<file path="src/rtl/multicycle_control_fsm.sv">
// Multicycle MIPS control sequencer: steps each instruction through fetch/decode/execute/memory/writeback,
// waits on the memory handshake with a bounded timeout, flags illegal opcodes and counts retired instructions.
module multicycle_control_fsm #(
    parameter int OPW     = 6,
    parameter int ALUOPW  = 7,
    parameter int TIMEOUT = 16,
    parameter int CNTW    = 32
) (
    input  logic              clk,
    input  logic              rst,
    input  logic [OPW-1:0]    opcode,
    input  logic              zero,
    input  logic              mem_ready,
    output logic              iord,
    output logic              mem_read,
    output logic              mem_write,
    output logic              ir_write,
    output logic              pc_write,
    output logic              reg_write,
    output logic [1:0]        reg_dst,
    output logic [1:0]        mem_to_reg,
    output logic              alu_src_a,
    output logic [1:0]        alu_src_b,
    output logic [1:0]        pc_src,
    output logic [ALUOPW-1:0] alu_op,
    output logic [3:0]        state,
    output logic              illegal,
    output logic              mem_timeout,
    output logic [CNTW-1:0]   retired
);

    typedef enum logic [3:0] {
        S_FETCH  = 4'd0,
        S_DECODE = 4'd1,
        S_MEMADR = 4'd2,
        S_MEMRD  = 4'd3,
        S_MEMWB  = 4'd4,
        S_MEMWR  = 4'd5,
        S_REXEC  = 4'd6,
        S_ALUWB  = 4'd7,
        S_BRANCH = 4'd8,
        S_IEXEC  = 4'd9,
        S_IWB    = 4'd10,
        S_JUMP   = 4'd11
    } state_t;

    localparam int                WW        = (TIMEOUT > 1) ? $clog2(TIMEOUT) : 1;
    localparam logic [WW-1:0]     WAIT_LAST = WW'(TIMEOUT - 1);
    localparam logic [ALUOPW-1:0] ALU_ADD   = ALUOPW'({1'b1, OPW'(8)});

    state_t          r_state;
    logic [WW-1:0]   r_wait;
    logic [CNTW-1:0] r_retired;

    state_t w_next;
    logic   w_retire;
    logic   w_waiting;
    logic   w_timeout;
    logic   w_is_rtype;
    logic   w_is_load;
    logic   w_is_store;
    logic   w_is_branch;
    logic   w_is_imm;
    logic   w_is_jump;
    logic   w_is_legal;
    logic   w_br_taken;
    logic   w_is_jal;
    logic [ALUOPW-1:0] w_iop;

    // Opcode classes, decoded combinationally from the IR field every cycle.
    assign w_is_rtype  = (opcode == OPW'(0));
    assign w_is_load   = (opcode == OPW'(32)) || (opcode == OPW'(33)) || (opcode == OPW'(35));
    assign w_is_store  = (opcode == OPW'(40)) || (opcode == OPW'(41)) || (opcode == OPW'(43));
    assign w_is_branch = (opcode == OPW'(1))  || (opcode == OPW'(4))  || (opcode == OPW'(5));
    assign w_is_imm    = (opcode == OPW'(8))  || (opcode == OPW'(10)) ||
                         (opcode == OPW'(12)) || (opcode == OPW'(13));
    assign w_is_jump   = (opcode == OPW'(2))  || (opcode == OPW'(3));
    assign w_is_legal  = w_is_rtype | w_is_load | w_is_store | w_is_branch | w_is_imm | w_is_jump;
    assign w_is_jal    = (opcode == OPW'(3));
    assign w_br_taken  = (((opcode == OPW'(1)) || (opcode == OPW'(4))) && zero) ||
                         ((opcode == OPW'(5)) && !zero);
    assign w_iop       = ALUOPW'({1'b1, opcode});

    assign w_waiting = (r_state == S_FETCH) || (r_state == S_MEMRD) || (r_state == S_MEMWR);
    assign w_timeout = w_waiting && !mem_ready && (r_wait == WAIT_LAST);

    always_comb begin
        // NOTE: give every combinational output a default before the case so no path leaves it unassigned (latch).
        w_next   = r_state;
        w_retire = 1'b0;
        case (r_state)
            S_FETCH: begin
                if (mem_ready)      w_next = S_DECODE;
                else if (w_timeout) w_next = S_FETCH;
            end
            S_DECODE: begin
                if (w_is_rtype)                   w_next = S_REXEC;
                else if (w_is_load || w_is_store) w_next = S_MEMADR;
                else if (w_is_branch)             w_next = S_BRANCH;
                else if (w_is_imm)                w_next = S_IEXEC;
                else if (w_is_jump)               w_next = S_JUMP;
                else                              w_next = S_FETCH;
            end
            S_MEMADR: begin
                if (w_is_load)       w_next = S_MEMRD;
                else if (w_is_store) w_next = S_MEMWR;
                else                 w_next = S_FETCH;
            end
            S_MEMRD: begin
                if (mem_ready)      w_next = S_MEMWB;
                else if (w_timeout) w_next = S_FETCH;
            end
            S_MEMWR: begin
                if (mem_ready) begin
                    w_next   = S_FETCH;
                    w_retire = 1'b1;
                end else if (w_timeout) begin
                    w_next = S_FETCH;
                end
            end
            S_REXEC: w_next = S_ALUWB;
            S_IEXEC: w_next = S_IWB;
            S_MEMWB, S_ALUWB, S_IWB, S_BRANCH, S_JUMP: begin
                w_next   = S_FETCH;
                w_retire = 1'b1;
            end
            default: w_next = S_FETCH;
        endcase
    end

    // NOTE: sequential state uses non-blocking assignments so every register samples pre-edge values.
    always_ff @(posedge clk) begin
        if (rst) begin
            r_state   <= S_FETCH;
            r_wait    <= '0;
            r_retired <= '0;
        end else begin
            r_state <= w_next;
            // A timeout re-enters FETCH from FETCH, so it must clear the count explicitly.
            if (w_timeout || (w_next != r_state))
                r_wait <= '0;
            else if (w_waiting && !mem_ready)
                r_wait <= r_wait + WW'(1);
            if (w_retire)
                r_retired <= r_retired + CNTW'(1);
        end
    end

    // Control decode from current state; everything is forced low while rst is high.
    // Write strobes in wait states only fire with mem_ready=1, which already excludes a timeout cycle.
    always_comb begin
        iord        = 1'b0;
        mem_read    = 1'b0;
        mem_write   = 1'b0;
        ir_write    = 1'b0;
        pc_write    = 1'b0;
        reg_write   = 1'b0;
        reg_dst     = 2'd0;
        mem_to_reg  = 2'd0;
        alu_src_a   = 1'b0;
        alu_src_b   = 2'd0;
        pc_src      = 2'd0;
        alu_op      = '0;
        illegal     = 1'b0;
        mem_timeout = 1'b0;
        if (!rst) begin
            mem_timeout = w_timeout;
            case (r_state)
                S_FETCH: begin
                    mem_read  = 1'b1;
                    alu_src_b = 2'd1;
                    alu_op    = ALU_ADD;
                    ir_write  = mem_ready;
                    pc_write  = mem_ready;
                end
                S_DECODE: begin
                    alu_src_b = 2'd3;
                    alu_op    = ALU_ADD;
                    illegal   = !w_is_legal;
                end
                S_MEMADR, S_IEXEC: begin
                    alu_src_a = 1'b1;
                    alu_src_b = 2'd2;
                    alu_op    = w_iop;
                end
                S_MEMRD: begin
                    mem_read = 1'b1;
                    iord     = 1'b1;
                end
                S_MEMWB: begin
                    reg_write  = 1'b1;
                    mem_to_reg = 2'd1;
                end
                S_MEMWR: begin
                    mem_write = 1'b1;
                    iord      = 1'b1;
                end
                S_REXEC: alu_src_a = 1'b1;
                S_ALUWB: begin
                    reg_write = 1'b1;
                    reg_dst   = 2'd1;
                end
                S_IWB: reg_write = 1'b1;
                S_BRANCH: begin
                    alu_src_a = 1'b1;
                    alu_op    = w_iop;
                    pc_src    = 2'd1;
                    pc_write  = w_br_taken;
                end
                S_JUMP: begin
                    pc_write = 1'b1;
                    pc_src   = 2'd2;
                    // jal links through the PC, which already holds PC+4.
                    if (w_is_jal) begin
                        reg_write  = 1'b1;
                        reg_dst    = 2'd2;
                        mem_to_reg = 2'd2;
                    end
                end
                default: ;
            endcase
        end
    end

    assign state   = r_state;
    assign retired = r_retired;

endmodule

</file>
<file path="config.mk">
export PLATFORM = sky130hd
export DESIGN_NAME = multicycle_control_fsm
export DESIGN_NICKNAME = d
export VERILOG_FILES = /design/src/rtl/multicycle_control_fsm.sv
export SDC_FILE = /design/constraint.sdc
export NUM_CORES = 1
export LEC_CHECK = 0
export CORE_MARGIN = 2
export CORE_UTILIZATION = 45
export DETAILED_ROUTE_END_ITERATION = 8
export PLACE_DENSITY = 0.75
export SYNTH_ARGS = -nofsm -noshare
export SYNTH_HDL_FRONTEND = slang
export SYNTH_SLANG_ARGS = --single-unit
</file>
<file path="constraint.sdc">
create_clock -name clk -period 3.2 [get_ports clk]
set_input_delay 0.48 -clock clk [delete_from_list [all_inputs] [get_ports clk]]
set_output_delay 0.48 -clock clk [all_outputs]
set_load 0.01 [all_outputs]
</file>
---- Word-level counts from Yosys, hierarchy flattened ----
Cells that the tools add are included.
operators by class
  bitwise logic cells ..................... 5
  eq/ne operators ......................... 28
  reductions and logical operators ........ 33
  muxes and demuxes ....................... 43
  add/subtract/negate cells ............... 2
operators with widths
  cell                   number
  $eq 6x6->1 const B     6
  $mux 4                 9
  $add 32x1->32 const B  1
  $pmux 4 s7             1
  $eq 6x4->1 const B     4
  $eq 4x4->1 const B     5
  $mux 1                 17
  $eq 4x3->1 const B     4
  $logic_or 1x1->1       15
  $pmux 7 s2             1
  $eq 6x2->1 const B     2
  $eq 6x3->1 const B     2
  $pmux 2 s2             3
  $mux 2                 5
  $reduce_or 2->1        5
  $eq 4x2->1 const B     2
  $mux 7                 1
  $eq 6x1->1 const B     1
  $logic_not 6->1        1
  $mux 3                 2
  $pmux 2 s3             1
  $reduce_or 3->1        2
  $or 1x1->1             5
  $reduce_or 5->1        1
  9 further kinds        15
storage, ports and cells
  output and inout bits ................... 60
  input bits .............................. 10
  register bits after elaboration ......... 40
  logic and storage cells ................. 114

---- Depth between registers and ports, before layout ----
  depth after elaboration ................. 12
  mapped depth ............................ 8
  gate-level depth less buffers ........... 6

---- Worst setup path after synthesis ----
Ideal clock, no wire load.
  path kind ............................... input port to output port
  from .................................... input opcode[0]
  to ...................................... output illegal
  setup slack ............................. 1.000 ns
  stages on the path ...................... 5
  buffers on the path ..................... 1
  data required time ...................... 2.720 ns
  data arrival time ....................... 1.720 ns
  cells stage by stage .................... clkbuf_1 or3_1 a21oi_1 nor2_1 nor4_1
on the way
  cells in the longest elaborated chain, start to end .. 11
  elaborated cells on any way between the ends .. 34
  classes of those cells .................. eq/ne (15); mux (2); bitwise (5); reduce/logical (12)
ends and longest elaborated chain
  element                         line  source
  start: declaration              11    input logic [OPW-1:0] opcode,
  $eq 6x6->1                      72    assign w_is_load = (opcode == OPW'(32)) || (opcode == OPW'(33)) || (opcode == OPW'(35));
  $logic_or 1x1->1 (2 in series)  72
  $or 1x1->1 (4 in series)        78    assign w_is_legal = w_is_rtype | w_is_load | w_is_store | w_is_branch | w_is_imm | w_is_jump;
  $or 1x1->1 (*)                  78
  $logic_not 1->1 (*)             179   illegal = !w_is_legal;
  $mux 1 (*)                      168   case (r_state)
  $mux 1 (*)                      166   if (!rst) begin
  end: declaration                27    output logic illegal,
Mark *: on every way between the ends. The rest lies on a longest branch, timed or not.

---- Worst setup path after layout ----
  from .................................... input opcode[2]
  to ...................................... output reg_write
on the way
  cells in the longest elaborated chain, start to end .. 4
ends and longest elaborated chain
  element           line  source
  $eq 6x2->1        79    assign w_is_jal = (opcode == OPW'(3));
  $mux 1            214   if (w_is_jal) begin
  $pmux 1 s2        168
  $mux 1            166
  end: declaration  19    output logic reg_write,
Every way passes these cells.

==> impl_metrics.toml <==
[routing]
routedWlPerCell_microns = 14.50
first_pass_iters = 4
drt_wl_total_microns = 6887
met1Wirelength_microns = 3101
drcViolationCount = 0
dr_wl_met3_microns = 297
vias = 2723
drt_iter0_markers = 184
top_layer = "met4"
met2_length_microns = 3451
ant_nets = 0
vias_per_cell = 5.733

[final_layout]
nets = 414
layout_common_cells = "clkdlybuf4s50_1, dfxtp_1, nor2_1, a21oi_1, nand2_1"
final_common_cell = "clkdlybuf4s50_1"
utilization_pct = 61.88
drive_gt1_share_pct = 7.444
antennaDiodeCount = 0
syn_to_final_growth_pct = 32.50
filler_cell_count = 537

[clocking]
path_clk_slew_ns = 0.07
cts_sinks = 40
cts-root-buf = "clkbuf_8"
htree_levels = 2
cts_buffer_depth = 2
cts_made_buffers = 5
post_cts_buffers = 0
cts_resized = 0
clkLatencyLatePin_ns = 0.29
hold_buffers = 0
cts_tree = "yes"

[die]
row_count = 27
io_pins = 70
die-width_microns = 79.83
die-area_sq_um = 6373
initial_core_util_pct = 46.70
coreArea_sq_um = 5540
die_y_microns = 79.83

[power]
p_total_uw = 979.8
ir_worst_vdd_mv = 0.1938
swShare_pct = 25.18
netSwitchingPower_uw = 246.7
internal-power_uw = 733.1
power.density_nw_per_um2 = 285.8
p_leak_uw = 0.001110
p_seq_share_pct = 51.5
comb_power_share_pct = 13.0
clockPowerShare_pct = 35.5

[global_routing]
grt_pass1_vias = 2421
antenna_found_initial = 0
grt_max_degree = 27
grt_pass1_wl_microns = 11500
grt-ovfl-total = 0
grtUsageTotal_pct = 22.32

[setup_path]
start_kind = "input pin"
path_common_cell = "clkdlybuf4s50_1"
path_cells = "clkdlybuf4s50_1, nor4_1, nand3_1, o22ai_1, a22oi_1, nor2_1, clkdlybuf4s50_1"
worstSetupEndpointType = "output pin"
path_max_fanout = 8
worstPathArrival_ns = 2.56
critPathKind = "input pin to output pin"
reg2reg_slack_ns = 0.62
cp.required_ns = 2.72
critPathMaxStageDelay_ns = 0.55
cp.buffers_inverters = 2
slowest_stage = "clkdlybuf4s50_1"
cp_top_family = "buffers and inverters"

[timing]
fin_skew_ns = 0.008676
period_share_pct = 94.92
max_freq_mhz = 329.2
setup_viol = 0
finalSetupTns_ns = 0
finalHoldViolCount = 0
rsz0062_at_grt = "no"
tightest_slew_ns = 0.6374
final_max_slew_viol_count = 0
relSlewSlack_pct = 57.45
fin_crit_ns = 3.037

[logic_synthesis]
synth_area_sq_um = 2587
syn-num-nets = 351
ys_dominant_reg_cell = "dfxtp_1"
syn_avg_cell_area_sq_um = 7.633
yosysWarningCount = 0
yosysSeqAreaShare_pct = 30.95
synth_cells = 339
synthDistinctLibCells = 51
synth-edff-count = 0
ys_async_sr_fraction_pct = 0
ys_seq_elements = 40

[job]
maxCapViolCount = 0

[placement]
place.gp.congestion = 0.8486
hpwl_microns = 5115
portBuffers = 69

[hold_path]
min_path_type = "flip-flop to flip-flop"

[outcome]
status = "complete, no violations"
[synthesized netlist by cell type (9+ instances only)]
master    count  area [sq um]
clkbuf_1     15         56.30
nor3_1       14         70.07
a21oi_1      24         120.1
nand3_1      19         95.09
dfxtp_1      40         800.8
nor2_1       30         112.6
nor2b_1      10         62.56
nor4_1       17         106.4
xnor2_1       9         78.83
inv_1        11         41.29
or3_1        13         81.33
nand2_1      20         75.07
o21ai_0      14         70.07
[metal layers]
layer  track usage [%]  vias up
li1                  -     1382
met4             5.593        0
met1             30.27     1273
met5                 0        -
met2             37.39       63
met3             3.054        5
[power by group through the flow]
stage / clock network (uW) / logic, uW / registers (uW)
detailed placement: 0 / 126 / 516
CTS: 355 / 128 / 504
global placement: 0 / 124 / 516
floorplan: 0 / 76.1 / 515
global route: 382 / 140 / 505
finish: 348 / 127 / 504
[area by class of cell]
type                    count  area (sq um)  area share, %
clock buffers               8         90.09          2.628
inverters                  11         41.29          1.204
multi-input cells         266          1648          48.07
flip-flops and latches     40         800.8          23.36
well taps                  72         90.09          2.628
repair buffers             78         758.2          22.12
[logic make-up (layout without fill, tap and decap cells)]
group	Yosys count	in the layout	synth area share, %
AO/OA/AOI/OAI	72	72	18.47
XOR/XNOR	14	14	4.739
adder cells (fa/ha/maj)	2	2	0.9670
buffers and inverters	33	97	5.367
flip-flops	40	40	30.95
multiplexers	8	8	3.336
AND/OR/NAND/NOR	170	170	36.17
[through the flow]
| stage | hold WS [ns] | std cells | instance area [sq um] | setup WS, ns |
|---|---|---|---|---|
| final | 0.5189 | 475 | 3428 | 0.1625 |
| after floorplan | 0.5123 | 339 | 2587 | 0.9995 |
| after detailed placement | 0.5052 | 467 | 3338 | 0.1884 |
| after global routing | 0.5428 | 475 | 3428 | 0.03610 |
| after global placement | 0.4924 | 467 | 3338 | 0.2161 |
| after CTS | 0.5196 | 475 | 3428 | 0.1815 |
[sequential cells by signal, summed over array words and instances, names as in the netlist]
signal   count
retired     32
r_wait       4
state        4
[worst min-delay path, cell delays in order (launching register included)]
cell	delay [ns]
dfxtp_1	0.33
o311ai_1	0.08
o41ai_1	0.07
[final timing paths]
kind | startpoint | end | cells past startpoint
max | opcode[2] | reg_write | 7
min | retired[26] | retired[26] | 2
max reg2reg | state[3] | retired[31] | 5
min reg2reg | retired[26] | retired[26] | 2
No activity file was read; power rests on OpenSTA's default activity.
